===== src/rtl/uart_tx_drain.sv =====
// rtl/uart_tx_drain.sv - UART frame transmitter that drains a synchronous FIFO
// Pops one word when idle, then shifts out start, data (LSB first), optional parity and stop bits.
module uart_tx_drain #(
  parameter int DATA_WIDTH   = 8,
  parameter int CLKS_PER_BIT = 16,
  parameter int PARITY_EN    = 0,
  parameter int PARITY_ODD   = 0,
  parameter int STOP_BITS    = 1
) (
  input  logic                  i_clk,
  input  logic                  i_rts_n,
  input  logic                  i_en,
  input  logic                  i_empty,
  input  logic [DATA_WIDTH-1:0] i_data,
  output logic                  o_pop,
  output logic                  o_txd,
  output logic                  o_busy,
  output logic                  o_done
);

  localparam int BAUD_W = (CLKS_PER_BIT > 1) ? $clog2(CLKS_PER_BIT) : 1;
  localparam int BIT_W  = $clog2(DATA_WIDTH + STOP_BITS + 1);

  localparam logic [BAUD_W-1:0] BAUD_LAST = BAUD_W'(CLKS_PER_BIT - 1);
  localparam logic [BAUD_W-1:0] BAUD_PRE  = BAUD_W'(CLKS_PER_BIT - 2);
  localparam logic [BIT_W-1:0]  DATA_LAST = BIT_W'(DATA_WIDTH - 1);
  localparam logic [BIT_W-1:0]  STOP_LAST = BIT_W'(STOP_BITS - 1);
  localparam logic              PAR_EN    = (PARITY_EN != 0);
  localparam logic              PAR_ODD   = (PARITY_ODD != 0);

  typedef enum logic [2:0] {
    S_IDLE,
    S_FETCH,
    S_START,
    S_DATA,
    S_PARITY,
    S_STOP
  } state_t;

  state_t                  state_q, state_d;
  logic [BAUD_W-1:0]       baud_q, baud_d;
  logic [BIT_W-1:0]        bit_q, bit_d;
  logic [DATA_WIDTH-1:0]   shift_q, shift_d;
  logic                    par_q, par_d;
  logic                    txd_q, txd_d;
  logic                    busy_q, busy_d;
  logic                    done_q, done_d;
  logic                    bit_end;

  // Gated by reset so the pop request stays low while reset is held.
  assign o_pop   = i_rts_n & (state_q == S_IDLE) & i_en & ~i_empty;
  assign bit_end = (baud_q == BAUD_LAST);

  always_comb begin
    state_d = state_q;
    baud_d  = baud_q;
    bit_d   = bit_q;
    shift_d = shift_q;
    par_d   = par_q;
    txd_d   = txd_q;
    busy_d  = busy_q;
    done_d  = 1'b0;

    if (state_q != S_IDLE && state_q != S_FETCH) begin
      baud_d = bit_end ? '0 : baud_q + 1'b1;
    end

    case (state_q)
      S_IDLE: begin
        txd_d  = 1'b1;
        busy_d = 1'b0;
        if (o_pop) begin
          state_d = S_FETCH;
          busy_d  = 1'b1;
        end
      end
      S_FETCH: begin
        shift_d = i_data;
        par_d   = (^i_data) ^ PAR_ODD;
        baud_d  = '0;
        bit_d   = '0;
        txd_d   = 1'b0;
        state_d = S_START;
      end
      S_START: begin
        if (bit_end) begin
          state_d = S_DATA;
          txd_d   = shift_q[0];
        end
      end
      S_DATA: begin
        if (bit_end) begin
          if (bit_q == DATA_LAST) begin
            bit_d = '0;
            if (PAR_EN) begin
              state_d = S_PARITY;
              txd_d   = par_q;
            end else begin
              state_d = S_STOP;
              txd_d   = 1'b1;
            end
          end else begin
            bit_d   = bit_q + 1'b1;
            shift_d = shift_q >> 1;
            txd_d   = shift_d[0];
          end
        end
      end
      S_PARITY: begin
        if (bit_end) begin
          state_d = S_STOP;
          bit_d   = '0;
          txd_d   = 1'b1;
        end
      end
      S_STOP: begin
        txd_d = 1'b1;
        // Registered pulse: set one cycle early so it lands on the last stop cycle.
        if (bit_q == STOP_LAST && baud_q == BAUD_PRE) begin
          done_d = 1'b1;
        end
        if (bit_end) begin
          if (bit_q == STOP_LAST) begin
            state_d = S_IDLE;
            busy_d  = 1'b0;
          end else begin
            bit_d = bit_q + 1'b1;
          end
        end
      end
      default: begin
        state_d = S_IDLE;
        txd_d   = 1'b1;
        busy_d  = 1'b0;
      end
    endcase
  end

  always_ff @(posedge i_clk or negedge i_rts_n) begin
    if (!i_rts_n) begin
      state_q <= S_IDLE;
      baud_q  <= '0;
      bit_q   <= '0;
      shift_q <= '0;
      par_q   <= 1'b0;
      txd_q   <= 1'b1;
      busy_q  <= 1'b0;
      done_q  <= 1'b0;
    end else begin
      state_q <= state_d;
      baud_q  <= baud_d;
      bit_q   <= bit_d;
      shift_q <= shift_d;
      par_q   <= par_d;
      txd_q   <= txd_d;
      busy_q  <= busy_d;
      done_q  <= done_d;
    end
  end

  assign o_txd  = txd_q;
  assign o_busy = busy_q;
  assign o_done = done_q;

endmodule

===== config.mk =====
export PLATFORM = sky130hd
export DESIGN_NAME = uart_tx_drain
export DESIGN_NICKNAME = d
export VERILOG_FILES = /design/src/rtl/uart_tx_drain.sv
export SDC_FILE = /design/constraint.sdc
export NUM_CORES = 1
export LEC_CHECK = 0
export ABC_AREA = 1
export CORE_MARGIN = 2
export CORE_UTILIZATION = 40
export CTS_CLUSTER_DIAMETER = 120
export DETAILED_ROUTE_END_ITERATION = 6
export PLACE_DENSITY = 0.65
export SLEW_MARGIN = 20
export SYNTH_ARGS = -nofsm -noshare
export SYNTH_HDL_FRONTEND = slang
export SYNTH_SLANG_ARGS = --single-unit

===== constraint.sdc =====
create_clock -name i_clk -period 3.9 [get_ports i_clk]
set_input_delay 0.585 -clock i_clk [delete_from_list [all_inputs] [get_ports i_clk]]
set_output_delay 0.585 -clock i_clk [all_outputs]
set_load 0.05 [all_outputs]

==> qor.yml, run 1 <==
startpoint: "i_rts_n"
peakVddDrop_mv: 0.316
syn_inst: 191
reg2reg_slack_ps: 2180
cts-root-buf: "clkbuf_4"
slew_violations: 0
initial_core_util: 0.422
grt_use_total: 0.147
slowest_delay_ps: 460
wl_um: 2660
cts_tree: "done"
htree_levels: 1
crit_family: "buffers and inverters"
yosys.area_share.simple: 0.362
worstMarginPinSlew_ps: 510
io_pins: 16
worstHoldPathType: "reg -> reg"
crit_cells: 5
hpwl_um: 2000
power_density_nw_per_um2: 691
endpoint_kind: "output pin"
avgSynthCellArea_um2: 7.48
num_vias: 1177
synth_compound_area_frac: 0.105
synthMuxAreaShare: 0
ys_seq_elements: 22
clkTransAtPathRegs_ps: 110
clock_latency_ps: 300
outcome: "completed"
maxCapViolations: 0
drt_iter0_drc: 57
tns_ps: 0
yosys.area_share.adder: 0.0350
finalInstanceArea_um2: 1630
die_x_um: 63.8
clock_path_buffers: 2
antenna_found_initial: 0
antenna_left: 0
relSlewSlack: 0.660
finalSetupViolCount: 0
cp_max_fo: 23
fmax_mhz: 403
required_ps: 3310
p_int_mw: 0.583
synth_xor_area_frac: 0.0123
globalplace.congestion: 0.797
seq_area_frac_synth: 0.386
cp_data_arrival_time_ps: 1900
critPathSlowestCell: "clkdlybuf4s50_1"
cts_buffers: 3
die_area_um2: 4070
min_period_ps: 2480
grt_setup_unrepaired: "false"
io_buffers: 15
crit_top_cell: "buf_4"
reg2reg_from: "state_q[1]$_DFFE_PN0P_"
cp_num_buf_inv: 3
synth.distinct_cells: 29
placed_area_um2: 1590
diodes: 0
grt_pass1_vias: 1055
drcViolationCount: 0
drive_gt1_frac: 0.131
cts_setup_buffers: 0
dp.cells: 248
p_switching_mw: 0.542
startpoint_type: "input port"
grt_max_degree: 24
fin_nets: 223
gr-total-overflow: 0
p_leak_nw: 0.835
post_cts_resized: 0
syn_nets: 207
postCtsHoldBufs: 0
fillers: 329
routed_via_density: 4.67
finalClockSkew_ps: 3.51
wl_per_cell_um: 10.5
areaGrowthSynthToFinish_pct: 13.9
firstDrtPassIters: 4
rows: 21
seqPwrFrac: 0.369
power_frac_clock: 0.110
yosysWarnings: 0
synth_area_um2: 1430
switching_share: 0.482
share_comb_of_total_power: 0.521
r2r_end: "shift_q[1]$_DFFE_PN0P_"
fin_cells: 252
grt_first_pass_wirelength_um: 4690
timing.final.crit_share: 0.637
critPathKind: "in -> out"
dieHeight_um: 63.8
hold_violations: 0
cp-endpoint: "o_pop"
synth_top_family_by_area: "simple AND/OR/NAND/NOR gates"
core_area_um2: 3390
crit_path_cell_trace: "clkdlybuf4s50_1 -> buf_4 -> nand3_1 -> nor2_1 -> buf_4"
clkSinkCount: 22
reg2reg_depth: 7
-- worst min path at each step --
stage | from | endpoint | slack, ps | depth (start not counted)
after detailed placement | shift_q[0]$_DFFE_PN0P_ | shift_q[0]$_DFFE_PN0P_ | 460 | 2
after global placement | shift_q[0]$_DFFE_PN0P_ | shift_q[0]$_DFFE_PN0P_ | 450 | 2
after global routing | o_txd$_DFFE_PN1P_ | o_txd$_DFFE_PN1P_ | 520 | 2
after floorplan | i_rts_n | baud_q[0]$_DFFE_PN0P_ | 290 | 0
final | shift_q[0]$_DFFE_PN0P_ | shift_q[0]$_DFFE_PN0P_ | 480 | 2
after CTS | shift_q[0]$_DFFE_PN0P_ | shift_q[0]$_DFFE_PN0P_ | 480 | 2
-- registers in the layout, summed over array words and instances (netlist names) --
name / cells
baud_q: 4
bit_q: 4
o_busy: 1
o_done: 1
o_txd: 1
shift_q: 8
state_q: 3
-- Yosys cell counts --
cell type | count | area share
a21oi_1 | 5 | 0.018
ha_1 | 4 | 0.035
xnor2_1 | 1 | 0.0061
nand4_1 | 1 | 0.0044
o21ai_2 | 2 | 0.012
nor2_8 | 1 | 0.014
nand2_4 | 2 | 0.016
buf_2 | 1 | 0.0035
inv_1 | 20 | 0.053
nand2_2 | 4 | 0.018
nand3_1 | 16 | 0.056
inv_4 | 1 | 0.0044
o21bai_1 | 1 | 0.0053
a21boi_0 | 1 | 0.0053
nor3_1 | 2 | 0.0070
o21ai_0 | 13 | 0.046
nor2_1 | 10 | 0.026
o22ai_1 | 1 | 0.0044
o21ai_1 | 1 | 0.0035
inv_2 | 3 | 0.0079
dfrtp_1 | 21 | 0.37
buf_6 | 4 | 0.032
nand3_4 | 2 | 0.025
nor2_2 | 3 | 0.013
nand3_2 | 1 | 0.0070
dfstp_2 | 1 | 0.018
xor2_1 | 1 | 0.0061
nand2_1 | 67 | 0.18
o21ai_4 | 1 | 0.011
-- per-layer routing --
layer / vias up / track usage / share of wire
li1: 635 / - / -
met4: 0 / 0.0326 / 0.0090
met2: 30 / 0.232 / 0.44
met3: 2 / 0.0423 / 0.038
met1: 510 / 0.202 / 0.51
met5: - / 0 / 0
-- cell type report --
| cell class | instances | area [um2] | share of cell area |
|---|---|---|---|
| clock buffer | 4 | 36.3 | 0.0223 |
| inverter | 24 | 92.6 | 0.0569 |
| multi-input combinational | 140 | 734 | 0.451 |
| timing repair buffer | 16 | 155 | 0.0953 |
| tap | 46 | 57.6 | 0.0354 |
| sequential | 22 | 552 | 0.339 |
-- tightest hold or removal path, stage by stage (launching register included) --
cell and delay (ps):
dfrtp_1 360, nand2_1 50, nand2_1 40
-- placed cells by master (no fill, tap or decap), drive strengths merged, types with 2 or more instances in the layout --
cell           Yosys  layout
nand3             19      19
dfrtp             21      21
nor2              14      14
nand2             73      73
nor3               2       2
clkbuf             0       4
a21oi              5       5
o21ai             17      17
inv               24      24
buf                5       2
clkdlybuf4s50      0      14
ha                 4       4
-- power groups by stage --
stage	clock network [mW]	registers, mW	logic [mW]
floorplan	0	0.396	0.515
global placement	0	0.419	0.585
detailed placement	0	0.419	0.589
CTS	0.129	0.415	0.592
global route	0.141	0.427	0.678
finish	0.123	0.416	0.586
-- logic make-up (layout without fill, tap and decap cells) --
group / after synthesis / count (layout)
AND/OR/NAND/NOR: 109 / 109
buffers and inverters: 29 / 44
AO/OA/AOI/OAI: 25 / 25
flip-flops: 22 / 22
adder cells (fa/ha/maj): 4 / 4
XOR/XNOR: 2 / 2
-- through the flow --
step / hold WS (ps) / power (mW) / worst slack (ps) / utilization
3_5_place_dp: 456 / 1.01 / 1390 / 0.470
2_1_floorplan: 289 / 0.911 / 1840 / -
3_3_place_gp: 452 / 1.00 / 1430 / 0.470
5_1_grt: 517 / 1.25 / 1300 / 0.480
4_1_cts: 485 / 1.14 / 1390 / 0.480
6_report: 477 / 1.12 / 1420 / 0.480
Power figures use the tool's default switching activity.
==> run 2, diff against run 1 <==
--- a/config.mk
+++ b/config.mk
@@ -10,7 +10,7 @@
 export CORE_UTILIZATION = 40
 export CTS_CLUSTER_DIAMETER = 120
 export DETAILED_ROUTE_END_ITERATION = 6
-export PLACE_DENSITY = 0.65
+export PLACE_DENSITY = 0.67
 export SLEW_MARGIN = 20
 export SYNTH_ARGS = -nofsm -noshare
 export SYNTH_HDL_FRONTEND = slang
==> constraint.sdc (replaced) <==
create_clock -name i_clk -period 2.1 [get_ports i_clk]
set_input_delay 0.315 -clock i_clk [delete_from_list [all_inputs] [get_ports i_clk]]
set_output_delay 0.315 -clock i_clk [all_outputs]
set_load 0.05 [all_outputs]
==> qor.yml, run 2 (same netlist as run 1, synthesis figures left out) <==
largest-register: "shift_q"
tns_ps: 0
fin_nets: 223
drt_iter0_drc: 60
htree_levels: 1
cp_num_buf_inv: 1
maxCapViolations: 0
dp_worst_setup_slack_ps: 455
cp_data_arrival_time_ps: 1670
placed_area_um2: 1600
worstHoldPathType: "in -> async"
route.met2.wl_um: 1250
reg2reg_depth: 7
die_x_um: 63.8
io_buffers: 15
grt_pass1_vias: 1146
startpoint_type: "flip-flop"
antenna_left: 0
diodes: 0
dieHeight_um: 63.8
cts_tree: "done"
antenna_found_initial: 0
finalInstanceArea_um2: 1660
cts_buffers: 3
maxUsedRoutingLayer: "met4"
post_cts_resized: 0
cts-root-buf: "clkbuf_4"
areaGrowthSynthToFinish_pct: 16.2
slowest_delay_ps: 790
fin_cells: 252
largest_register_ffs: 8
final_common_cell: "nand2_1"
globalplace.congestion: 0.783
cp_max_fo: 2
endpoint_kind: "output pin"
slew_violations: 0
crit_path_cell_trace: "clkdlybuf4s50_1"
firstDrtPassIters: 4
reg2reg_from: "bit_q[0]$_DFFE_PN0P_"
gr-total-overflow: 0
power_density_nw_per_um2: 1330
fmax_mhz: 504
reg2reg_slack_ps: 470
clock_path_buffers: 2
cts_setup_buffers: 0
routed-wl-met3_um: 139
die_area_um2: 4070
critPathSlowestCell: "clkdlybuf4s50_1"
r2r_end: "shift_q[1]$_DFFE_PN0P_"
p_leak_nw: 0.841
io_pins: 16
clkSinkCount: 22
wl_um: 2810
grt_use_total: 0.160
initial_core_util: 0.422
critPathKind: "reg -> out"
peakVddDrop_mv: 0.788
drive_gt1_frac: 0.146
final.setup.worst_slack_ps: 117
num_vias: 1194
hold_violations: 0
grt_first_pass_wirelength_um: 5140
finalClockSkew_ps: 3.39
wl_per_cell_um: 11.2
finalSetupViolCount: 0
worstMarginPinSlew_ps: 495
required_ps: 1780
grt_max_degree: 23
postCtsHoldBufs: 0
final_cell_mix: "67 x nand2_1, 20 x inv_1, 18 x dfrtp_1, 16 x nand3_1, 14 x clkdlybuf4s50_1"
wl_met1_um: 1380
crit_family: "buffers and inverters"
top_regs: "shift_q: 8 flops, baud_q: 4 flops, bit_q: 4 flops"
timing.final.crit_share: 0.944
routed_via_density: 4.74
hold_slack_ps: 364
relSlewSlack: 0.669
drcViolationCount: 0
grt_setup_unrepaired: "false"
core_area_um2: 3390
hpwl_um: 2080
clock_latency_ps: 320
clkTransAtPathRegs_ps: 130
outcome: "completed"
rows: 21
dp.cells: 248
min_period_ps: 1980
==> run 2: area by class of cell <==
type | instances | area [um2]
Sequential cell | 22 | 556
Inverter | 24 | 92.6
Tap cell | 46 | 57.6
Multi-Input combinational cell | 140 | 734
Timing Repair Buffer | 16 | 168
Fill cell | 332 | 1730
Clock inverter | 1 | 30.0
Clock buffer | 3 | 22.5
==> run 2: routing by layer <==
layer | up-vias | track usage
met2 | 32 | 0.247
met3 | 4 | 0.0387
li1 | 635 | -
met1 | 523 | 0.219
met5 | - | 0
met4 | 0 | 0.0571
==> run 2: power by group <==
part | switching (mW) | total (mW) | internal [mW] | leakage, nW
registers | 0.171 | 0.768 | 0.597 | 0.279
logic | 0.721 | 1.11 | 0.390 | 0.534
clock network | 0.144 | 0.337 | 0.193 | 0.0279
==> run 2: how the worst max path moves through the flow <==
stage	start	depth (start not counted)	slack, ps	to
global route	state_q[1]$_DFFE_PN0P_	4	30	o_pop
finish	o_txd$_DFFE_PN1P_	1	120	o_txd
floorplan	state_q[1]$_DFFE_PN0P_	4	310	o_pop
detailed placement	state_q[1]$_DFFE_PN0P_	4	450	o_pop
global placement	state_q[2]$_DFFE_PN0P_	9	460	bit_q[2]$_DFFE_PN0P_
CTS	state_q[1]$_DFFE_PN0P_	4	70	o_pop
==> run 2: stage by stage <==
stage               power [mW]  utilization
finish                    2.22        0.490
detailed placement        1.89        0.473
CTS                       2.23        0.489
floorplan                 1.69            -
global placement          1.88        0.473
global route              2.44        0.490
==> run 3, diff against run 2 <==
--- a/config.mk
+++ b/config.mk
@@ -10,7 +10,9 @@
 export CORE_UTILIZATION = 40
 export CTS_CLUSTER_DIAMETER = 120
 export DETAILED_ROUTE_END_ITERATION = 6
-export PLACE_DENSITY = 0.67
+export DONT_BUFFER_PORTS = 1
+export PLACE_DENSITY = 0.61
+export SKIP_LAST_GASP = 1
 export SLEW_MARGIN = 20
 export SYNTH_ARGS = -nofsm -noshare
 export SYNTH_HDL_FRONTEND = slang
==> qor.yml, run 3 (same netlist as run 1, synthesis figures left out) <==
outcome: "completed"
power_density_nw_per_um2: 1370
worst_hold_path.num_cells: 2
core_area_um2: 3390
reg2reg_from: "state_q[1]$_DFFE_PN0P_"
io_buffers: 0
post_cts_resized: 0
die_area_um2: 4070
endpoint_kind: "output pin"
wl_per_cell_um: 11.3
antenna_left: 0
fin_nets: 210
hpwl_um: 2070
largest-register: "shift_q"
grt_first_pass_wirelength_um: 5070
globalplace.congestion: 0.870
slowest_delay_ps: 590
final.setup.worst_slack_ps: 174
startpoint_type: "flip-flop"
wl_um: 2700
firstDrtPassIters: 4
grt_use_total: 0.155
drt_iter0_drc: 49
tns_ps: 0
num_vias: 1154
rows: 21
clkTransAtPathRegs_ps: 130
drive_gt1_frac: 0.140
p_leak_nw: 0.784
grt_max_degree: 23
reg2reg_depth: 7
cp_data_arrival_time_ps: 1610
initial_core_util: 0.422
finalClockSkew_ps: 3.79
clock_path_buffers: 2
crit_path_cell_trace: "nor2_2 -> nand2_1 -> nor2_1 -> buf_4"
diodes: 0
cts_buffers: 3
hold_violations: 0
cts_tree: "done"
finalSetupViolCount: 0
io_pins: 16
critPathSlowestCell: "dfrtp_1"
maxCapViolations: 0
dieHeight_um: 63.8
peakVddDrop_mv: 0.509
antenna_found_initial: 0
largest_register_ffs: 8
reg2reg_slack_ps: 420
cp_max_fo: 11
min_period_ps: 1930
cts_setup_buffers: 0
clock_latency_ps: 310
relSlewSlack: 0.658
finalInstanceArea_um2: 1500
holdPathEnd: "shift_q[7]$_DFFE_PN0P_"
drcViolationCount: 0
htree_levels: 1
final_cell_mix: "67 x nand2_1, 21 x dfrtp_1, 20 x inv_1, 16 x nand3_1, 13 x o21ai_0"
routed_via_density: 4.83
worstMarginPinSlew_ps: 514
dp_worst_setup_slack_ps: 442
grt_setup_unrepaired: "false"
worstHoldPathType: "in -> reg"
worstHoldStart: "i_data[7]"
final_common_cell: "nand2_1"
fillers: 350
r2r_end: "shift_q[1]$_DFFE_PN0P_"
die_x_um: 63.8
areaGrowthSynthToFinish_pct: 4.64
gr-total-overflow: 0
grt_pass1_vias: 1113
slew_violations: 0
fmax_mhz: 519
required_ps: 1780
placed_area_um2: 1440
clkSinkCount: 22
postCtsHoldBufs: 1
cp_num_buf_inv: 1
crit_family: "flip-flops"
cts-root-buf: "clkbuf_4"
critPathKind: "reg -> out"
timing.final.crit_share: 0.917
top_regs: "shift_q: 8 flops, baud_q: 4 flops, bit_q: 4 flops"
run 3: cell count changes in the layout (fill, tap and decap cells not counted):
cell / before / now
buf_12: 1 / 0
buf_2: 0 / 1
bufinv_16: 1 / 0
clkbuf_8: 0 / 1
clkdlybuf4s50_1: 14 / 0
dfrtp_1: 18 / 21
dfrtp_2: 3 / 0
dlygate4sd3_1: 0 / 1
run 3: how the worst max path moves through the flow:
| stage | depth (start not counted) | start | to |
|---|---|---|---|
| floorplan | 4 | state_q[1]$_DFFE_PN0P_ | o_pop |
| global placement | 7 | state_q[1]$_DFFE_PN0P_ | shift_q[1]$_DFFE_PN0P_ |
| detailed placement | 7 | state_q[1]$_DFFE_PN0P_ | shift_q[1]$_DFFE_PN0P_ |
| CTS | 4 | state_q[1]$_DFFE_PN0P_ | o_pop |
| global route | 4 | state_q[1]$_DFFE_PN0P_ | o_pop |
| finish | 4 | state_q[1]$_DFFE_PN0P_ | o_pop |
run 3: where the power goes:
group / internal, mW / leakage (nW) / switching [mW] / total [mW]
registers: 0.594 / 0.282 / 0.237 / 0.831
logic: 0.341 / 0.481 / 0.641 / 0.982
clock network: 0.106 / 0.0210 / 0.135 / 0.241
total: 1.04 / 0.784 / 1.01 / 2.05
run 3: worst register-to-register path: cells and delay by family (launching register included):
| kind | cells | cell delay, ps |
|---|---|---|
| AND/OR/NAND/NOR | 5 | 470 |
| flip-flops | 1 | 690 |
| AO/OA/AOI/OAI | 1 | 330 |
| buffers and inverters | 1 | 100 |
run 3: cell type report:
class                      instances  area [um2]  share of cell area
timing repair buffer               3        22.5              0.0151
clock buffer                       4        36.3              0.0243
tap                               46        57.6              0.0385
sequential                        22         552               0.369
multi-input combinational        140         734               0.491
inverter                          24        92.6              0.0619
run 3: per-layer routing:
layer  global-route usage  part of all wire  vias up
met4               0.0489             0.011        0
li1                     -                 -      607
met5                    0                 0        -
met2                0.255              0.46       26
met1                0.208              0.50      517
met3               0.0282             0.035        4
run 3: stage by stage:
stage	power, mW	utilization	hold WS (ps)	instances
6_report	2.05	0.441	153	239
5_1_grt	2.29	0.441	181	239
4_1_cts	2.07	0.440	144	238
3_5_place_dp	1.82	0.426	20.3	233
3_3_place_gp	1.80	0.426	20.0	233
2_1_floorplan	1.69	-	19.4	191
